<file path="config.mk">
export PLATFORM = sky130hd
export DESIGN_NAME = row_scan_decoder
export DESIGN_NICKNAME = d
export VERILOG_FILES = /design/src/rtl/row_scan_decoder.sv
export SDC_FILE = /design/constraint.sdc
export NUM_CORES = 1
export LEC_CHECK = 0
export CORE_MARGIN = 1
export CORE_UTILIZATION = 47
export DETAILED_ROUTE_END_ITERATION = 8
export PLACE_DENSITY_LB_ADDON = 0.25
export SYNTH_ARGS = -nofsm -noshare
export SYNTH_HDL_FRONTEND = slang
export SYNTH_SLANG_ARGS = --single-unit
</file>
<file path="constraint.sdc">
create_clock -name clk -period 3.7 [get_ports clk]
set_input_delay 0.555 -clock clk [delete_from_list [all_inputs] [get_ports clk]]
set_output_delay 0.555 -clock clk [all_outputs]
set_load 0.005 [all_outputs]
</file>
<file path="src/rtl/row_scan_decoder.sv">
// row_scan_decoder: registered one-hot row driver with direct decode and timed auto-scan.
// All outputs come straight from flops; next values are computed from inputs and current state.
module row_scan_decoder #(
    parameter int ADDR_W     = 3,
    parameter int ROWS       = 8,
    parameter int DWELL      = 4,
    parameter int ACTIVE_LOW = 0
) (
    input  logic              clk,
    input  logic              rst,
    input  logic              en,
    input  logic              mode,
    input  logic [ADDR_W-1:0] address,
    input  logic              hold,
    output logic [ROWS-1:0]   row_select,
    output logic [ADDR_W-1:0] row_index,
    output logic              row_valid,
    output logic              frame_done
);
    localparam int CW = DWELL > 1 ? $clog2(DWELL) : 1;
    localparam logic [ADDR_W:0]   ROWS_X   = (ADDR_W+1)'(ROWS);
    localparam logic [ADDR_W-1:0] LAST_ROW = ADDR_W'(ROWS - 1);
    localparam logic [CW-1:0]     LAST_CNT = CW'(DWELL - 1);
    localparam logic [ROWS-1:0]   POL      = ACTIVE_LOW != 0 ? '1 : '0;

    typedef enum logic [1:0] {IDLE, DIRECT, SCAN} state_t;

    state_t            state_q, state_d;
    logic [CW-1:0]     dwell_q, dwell_d;
    logic [ADDR_W-1:0] row_index_q, row_index_d;
    logic              row_valid_q, row_valid_d;
    logic              frame_done_q, frame_done_d;
    logic [ROWS-1:0]   row_select_q, row_select_d;
    logic              adv, last;

    always_comb begin
        state_d      = !en ? IDLE : (mode ? SCAN : DIRECT);
        dwell_d      = '0;
        row_index_d  = '0;
        row_valid_d  = 1'b0;
        frame_done_d = 1'b0;
        adv          = !hold && dwell_q == LAST_CNT;
        last         = row_index_q == LAST_ROW;
        if (state_d == DIRECT) begin
            row_valid_d = {1'b0, address} < ROWS_X;
            row_index_d = row_valid_d ? address : '0;
        end else if (state_d == SCAN) begin
            row_valid_d = 1'b1;
            // Entering scan leaves everything at row 0 / count 0 with no frame pulse.
            if (state_q == SCAN) begin
                dwell_d      = hold ? dwell_q : (adv ? '0 : dwell_q + 1'b1);
                row_index_d  = adv ? (last ? '0 : row_index_q + 1'b1) : row_index_q;
                frame_done_d = adv && last;
            end
        end
        row_select_d = (row_valid_d ? ROWS'(1) << row_index_d : '0) ^ POL;
    end

    always_ff @(posedge clk or posedge rst) begin
        if (rst) begin
            state_q      <= IDLE;
            dwell_q      <= '0;
            row_index_q  <= '0;
            row_valid_q  <= 1'b0;
            frame_done_q <= 1'b0;
            row_select_q <= POL;
        end else begin
            state_q      <= state_d;
            dwell_q      <= dwell_d;
            row_index_q  <= row_index_d;
            row_valid_q  <= row_valid_d;
            frame_done_q <= frame_done_d;
            row_select_q <= row_select_d;
        end
    end

    assign row_select = row_select_q;
    assign row_index  = row_index_q;
    assign row_valid  = row_valid_q;
    assign frame_done = frame_done_q;

    assert property (@(posedge clk) disable iff (rst)
        $onehot0(row_select_q ^ POL) && row_valid_q == $onehot(row_select_q ^ POL));
endmodule

</file>
== Yosys cells after proc, flatten, opt, wreduce, memory -nomap -nowiden ==
Cells that the tools add are included.

* Bits in registers: 17
* Input port bits: 8
* Output and inout port bits: 13

* Add/sub/neg operators: 2
* Eq/ne operators: 6
* Shifts and indexed selects: 1
* Multiplexer cells: 18
* Reduce and logical (&&, ||, !) cells: 3

{| class="wikitable"
|+ Operator list
! operator !! number
|-
| 3-bit two-way mux || 5
|-
| 2-bit two-way mux || 7
|-
| 8-bit two-way mux || 1
|-
| 1-bit by 3-bit << shifter with 8-bit output (first input constant) || 1
|-
| 2-bit == test (second input constant) || 3
|-
| 1-bit two-way mux || 5
|-
| 4-bit != test (second input constant) || 1
|-
| 3-bit by 1-bit adder with 3-bit output (second input constant) || 1
|-
| 3-bit == test (second input constant) || 1
|-
| 2-bit by 1-bit adder with 2-bit output (second input constant) || 1
|-
| 2-bit by 1-bit == test with 1-bit output (second input constant) || 1
|-
| 1-bit logical AND || 2
|-
| 1-bit zero test || 1
|}

== Logic depth before layout (Yosys ltp) ==
* Word-level depth: 8
* Gate-level depth with buffers: 7
* Depth with buffers taken out: 7

== Least setup slack after synthesis ==
No wires, ideal clock.

* Path kind: reg2reg
* Start point: register row_index_q[0] (netlist: row_index[0])
* End point: register row_select_q[4] (netlist: row_select[4])
* Library setup time: 0.125 ns
* Arrival time: 1.352 ns
* Required time: 3.575 ns
* Setup slack: 2.223 ns
* Cell stages (with the launch flop): 6
* Buffers on the path: 0
* Clock period less this slack: 1.477 ns
* Cells stage by stage: dfrtp_1 ha_1 ha_1 mux2i_1 a2bb2oi_2 nor3_1

* Longest elaborated chain between the ends: 8
* Elaborated cells between the ends (all ways): 9
* Classes of those cells: add/sub (1); eq/ne (1); shift (1); mux (6)

{| class="wikitable"
|+ Ends and longest elaborated chain
! what !! RTL line !! source
|-
| from (decl) || 30 || <nowiki>logic [ADDR_W-1:0] row_index_q, row_index_d;</nowiki>
|-
| from (signal assigned) || 70 || <nowiki>row_index_q <= row_index_d;</nowiki>
|-
| 3-bit by 1-bit adder with 3-bit output / 3-bit == test (equally long branches) || 52, 43 ||
|-
| 3-bit two-way mux || 52 || <nowiki>row_index_d = adv ? (last ? '0 : row_index_q + 1'b1) : row_index_q;</nowiki>
|-
| 3-bit two-way mux * || 52 ||
|-
| 3-bit two-way mux * || 50 || <nowiki>if (state_q == SCAN) begin</nowiki>
|-
| 3-bit two-way mux * || 47 || <nowiki>end else if (state_d == SCAN) begin</nowiki>
|-
| 3-bit two-way mux * || 44 || <nowiki>if (state_d == DIRECT) begin</nowiki>
|-
| 1-bit by 3-bit << shifter with 8-bit output * || 56 || <nowiki>row_select_d = (row_valid_d ? ROWS'(1) << row_index_d : '0) ^ POL;</nowiki>
|-
| 8-bit two-way mux * || 56 ||
|-
| via row_select_d[4] || 33 || <nowiki>logic [ROWS-1:0] row_select_q, row_select_d;</nowiki>
|-
| to (signal assigned) || 73 || <nowiki>row_select_q <= row_select_d;</nowiki>
|-
| to (decl) || 33 ||
|}

The timed path passes the listed nets; every way through them passes the cells marked *.
A chain may end at the register's enable or synchronous reset.

== Final worst setup path ==
* Start point: input port hold
* End point: register row_select_q[5] (netlist: row_select[5])

* Longest elaborated chain between the ends: 8

{| class="wikitable"
|+ Ends and longest elaborated chain
! what !! RTL line !! source
|-
| from (decl) || 14 || <nowiki>input logic hold,</nowiki>
|-
| 1-bit zero test || 42 || <nowiki>adv = !hold && dwell_q == LAST_CNT;</nowiki>
|-
| 1-bit logical AND || 42 ||
|-
| 3-bit two-way mux || 52 ||
|-
| 3-bit two-way mux || 50 ||
|-
| 3-bit two-way mux || 47 ||
|-
| 3-bit two-way mux || 44 ||
|-
| 1-bit by 3-bit << shifter with 8-bit output || 56 ||
|-
| 8-bit two-way mux || 56 ||
|-
| via row_select_d[5] || 33 ||
|}

The timed path passes the listed nets, and every way through them passes these cells.

==> impl_results.md <==
* Initial Utilization at a little over half
* Final critical path time including I/O delays and setup at ~1800 ps
* Total number of clock tree sinks at 17
* Post-Syn Nets at between 60 and 70
* HPWL after detailed placement at roughly 900 um
* Final Hold Fails at 0
* Finished Cell Area at 948 um2
* Mean instance size in the synthesized netlist at between 10 and 15 um2
* Share of the core filled with cells at around 70%
* Post-synthesis cell count at 55
* DRT Wirelength at roughly 1200 um
* Total congestion overflow after global routing at 0
* Vertical extent of the die at 40.8 um
* Unrepaired setup endpoints after global routing: false
* First DRT Iteration DRCs at 11
* Category of the most critical setup path: in2reg
* Vias per std cell at between 4 and 5
* Worst-Skew Late Latency at roughly 280 ps
* Pin slew with the least headroom to its limit at 615 ps
* Die area at between 1500 and 2000 um2
* CTS tree: built
* Power density over the cells at between 300 and 400 nW/um2
* Clk pin slew, worst setup/hold paths at about 90 ps
* Standby leakage power at 0.451 nW
* Worst hold-check slack at 533 ps
* Arrival time worst endpoint at ~2000 ps
* Commonest non-fill, non-tap cells in the layout: clkdlybuf4s50_1 (20), dfrtp_1 (17), nor3_1 (9), nor2_1 (4), mux2i_1 (4)
* Number of standard-cell rows in the floorplan at 13
* Power Total at around 320 uW
* Flip-flop and latch count after synthesis at 17
* Run status: finished clean
* Crit path max fanout at 5
* Buffer cell driving the clock tree root: clkbuf_4
* Number of clock buffers inserted by TritonCTS at 3
* Largest net degree at the start of global routing at 18
* Cell area after placement at 922 um2
* Worst Setup End Kind: flip-flop
* Maximum Capacitance Violations at 0
* Count of inserted antenna diode cells at 0
* Critical path launch point type: primary input
* Fraction of layout instances using a drive strength above 1 at between 10% and 20%
* Setup TNS at 0 ps
* Max-slew violation count at 0
* Maximum level of the CTS H-tree at 1
* Count of fill cells added during filler insertion at around 110
* Antenna violations before repair at 0
* Count of non-filler cells in the finished layout at a little over 90
* Die Span X at 40.8 um
* CP max-delay cell: clkdlybuf4s50_1
* Yosys warnings at 0
* Detailed-route DRC error count at 0
* Data required time of the worst path at approximately 3900 ps
* Drt pass-1 iters at 4
* Clock Skew at approximately 3.5 ps
* Global-route wire length before repair at 1840 um
* I/O Buffers at 20
* Aggregate global-route resource usage at between 15 and 20%
* Std-Cell Core Area at ~1400 um2
* Count of hold buffers inserted by post-cts repair at 0
* # setup viols final at 0
* Series of cell instances along the critical path: clkdlybuf4s50_1 -> nor2b_4 -> mux2i_1 -> a2bb2oi_2 -> nor3_1
* Number of setup buffers added after CTS at 0
* Remaining antenna violation count at 0
* Number of global-route vias before repair at about 450
* Leading cell type in the layout, fill and taps excluded: clkdlybuf4s50_1
* Sequential cell area fraction in the yosys report at between 60 and 70%
* Max stage delay on crit path at 510 ps
* Highest clock rate at approximately 560 MHz
* Final setup margin at around 1900 ps
* Top-level I/O count at 21
* Cell total after placement at 89
* Final Cycle Share at between 40% and 50%
* Headroom to the max-slew limit at 59.0%
* CTS resizes at 0
* Final GP Congestion at around 0.82
* Hold WC Path Type: reg2reg
* Post-synthesis instance area at roughly 700 um2
* Final-stage net count at 90
* Setup WS pre-CTS at between 1500 and 2000 ps
* Routed wire per std cell at 12.8 um
* Clock Tree Buf Depth at 2
* Syn-to-layout area delta at 33.9%
* Library cells used by synthesis at 19
* DR vias at 464
* Worst supply voltage drop on vdd at around 0.00023 V
==> critical path, delay by kind of cell <==
family          cells  cell delay, ps
mux                 1             340
simple gates        2             300
compound gates      1             260
buf+inv             1             510
==> final timing paths <==
check	startpoint	end	slack [ps]	depth (start not counted)
worst max-delay path	hold	row_select[5]	1910	5
worst min-delay path	dwell_q[1]	dwell_q[1]	530	2
worst max register to register	row_index[0]	row_select[5]	2070	5
worst min register to register	dwell_q[1]	dwell_q[1]	530	2
max in group asynchronous	rst	dwell_q[1]	2660	2
min in group asynchronous	rst	row_select[6]	640	2
==> final cells by class <==
class | instances | area, um2 | area share, %
sequential | 17 | 425 | 44.9
multi-input combinational | 32 | 256 | 27.0
timing repair buffer | 20 | 200 | 21.1
clock buffer | 4 | 26.3 | 2.77
inverter | 5 | 21.3 | 2.24
tap | 15 | 18.8 | 1.98
==> synthesized netlist by cell type (all sizes together) <==
cell | number | share of area, %
mux2i | 4 | 5.7
nor2 | 4 | 2.1
inv | 5 | 3.0
o221ai | 1 | 2.1
nand3b | 1 | 2.8
nand2 | 3 | 1.6
a2bb2oi | 1 | 2.1
and2b | 1 | 1.1
o21a | 2 | 3.4
nor2b | 1 | 1.9
buf | 1 | 0.71
a21oi | 1 | 0.71
and2 | 1 | 1.1
nor3 | 9 | 6.4
dfrtp | 17 | 60
ha | 3 | 5.3
==> sequential cells by signal, indices dropped and copies added (netlist names) <==
signal,cells
row_select,8
row_index,3
dwell_q,2
state_q,2
frame_done,1
row_valid,1
==> report_power, final <==
part / internal [mW] / switching, mW / leakage [nW] / total, mW
clock: 0.0418 / 0.0514 / 0.0150 / 0.0932
combinational: 0.0202 / 0.0174 / 0.207 / 0.0376
sequential: 0.191 / 0.00252 / 0.229 / 0.193
==> routing by layer <==
metal  routed length (um)  global-route usage (%)  up-vias  share of wire (%)
met4                    6                    10.0        0               0.50
met5                    0                       0        -                  0
met2                  582                    30.1       12                 49
li1                     -                       -      231                  -
met1                  550                    20.8      219                 46
met3                   49                    3.26        2                4.1
==> cells by family after synthesis <==
| group | after synthesis | synth area share (%) |
|---|---|---|
| flops | 17 | 60.1 |
| mux | 4 | 5.65 |
| compound gates | 5 | 8.30 |
| buf+inv | 6 | 3.71 |
| fa+ha+maj | 3 | 5.30 |
| simple gates | 20 | 17.0 |
Note: power is estimated with default switching activity, not from simulation.
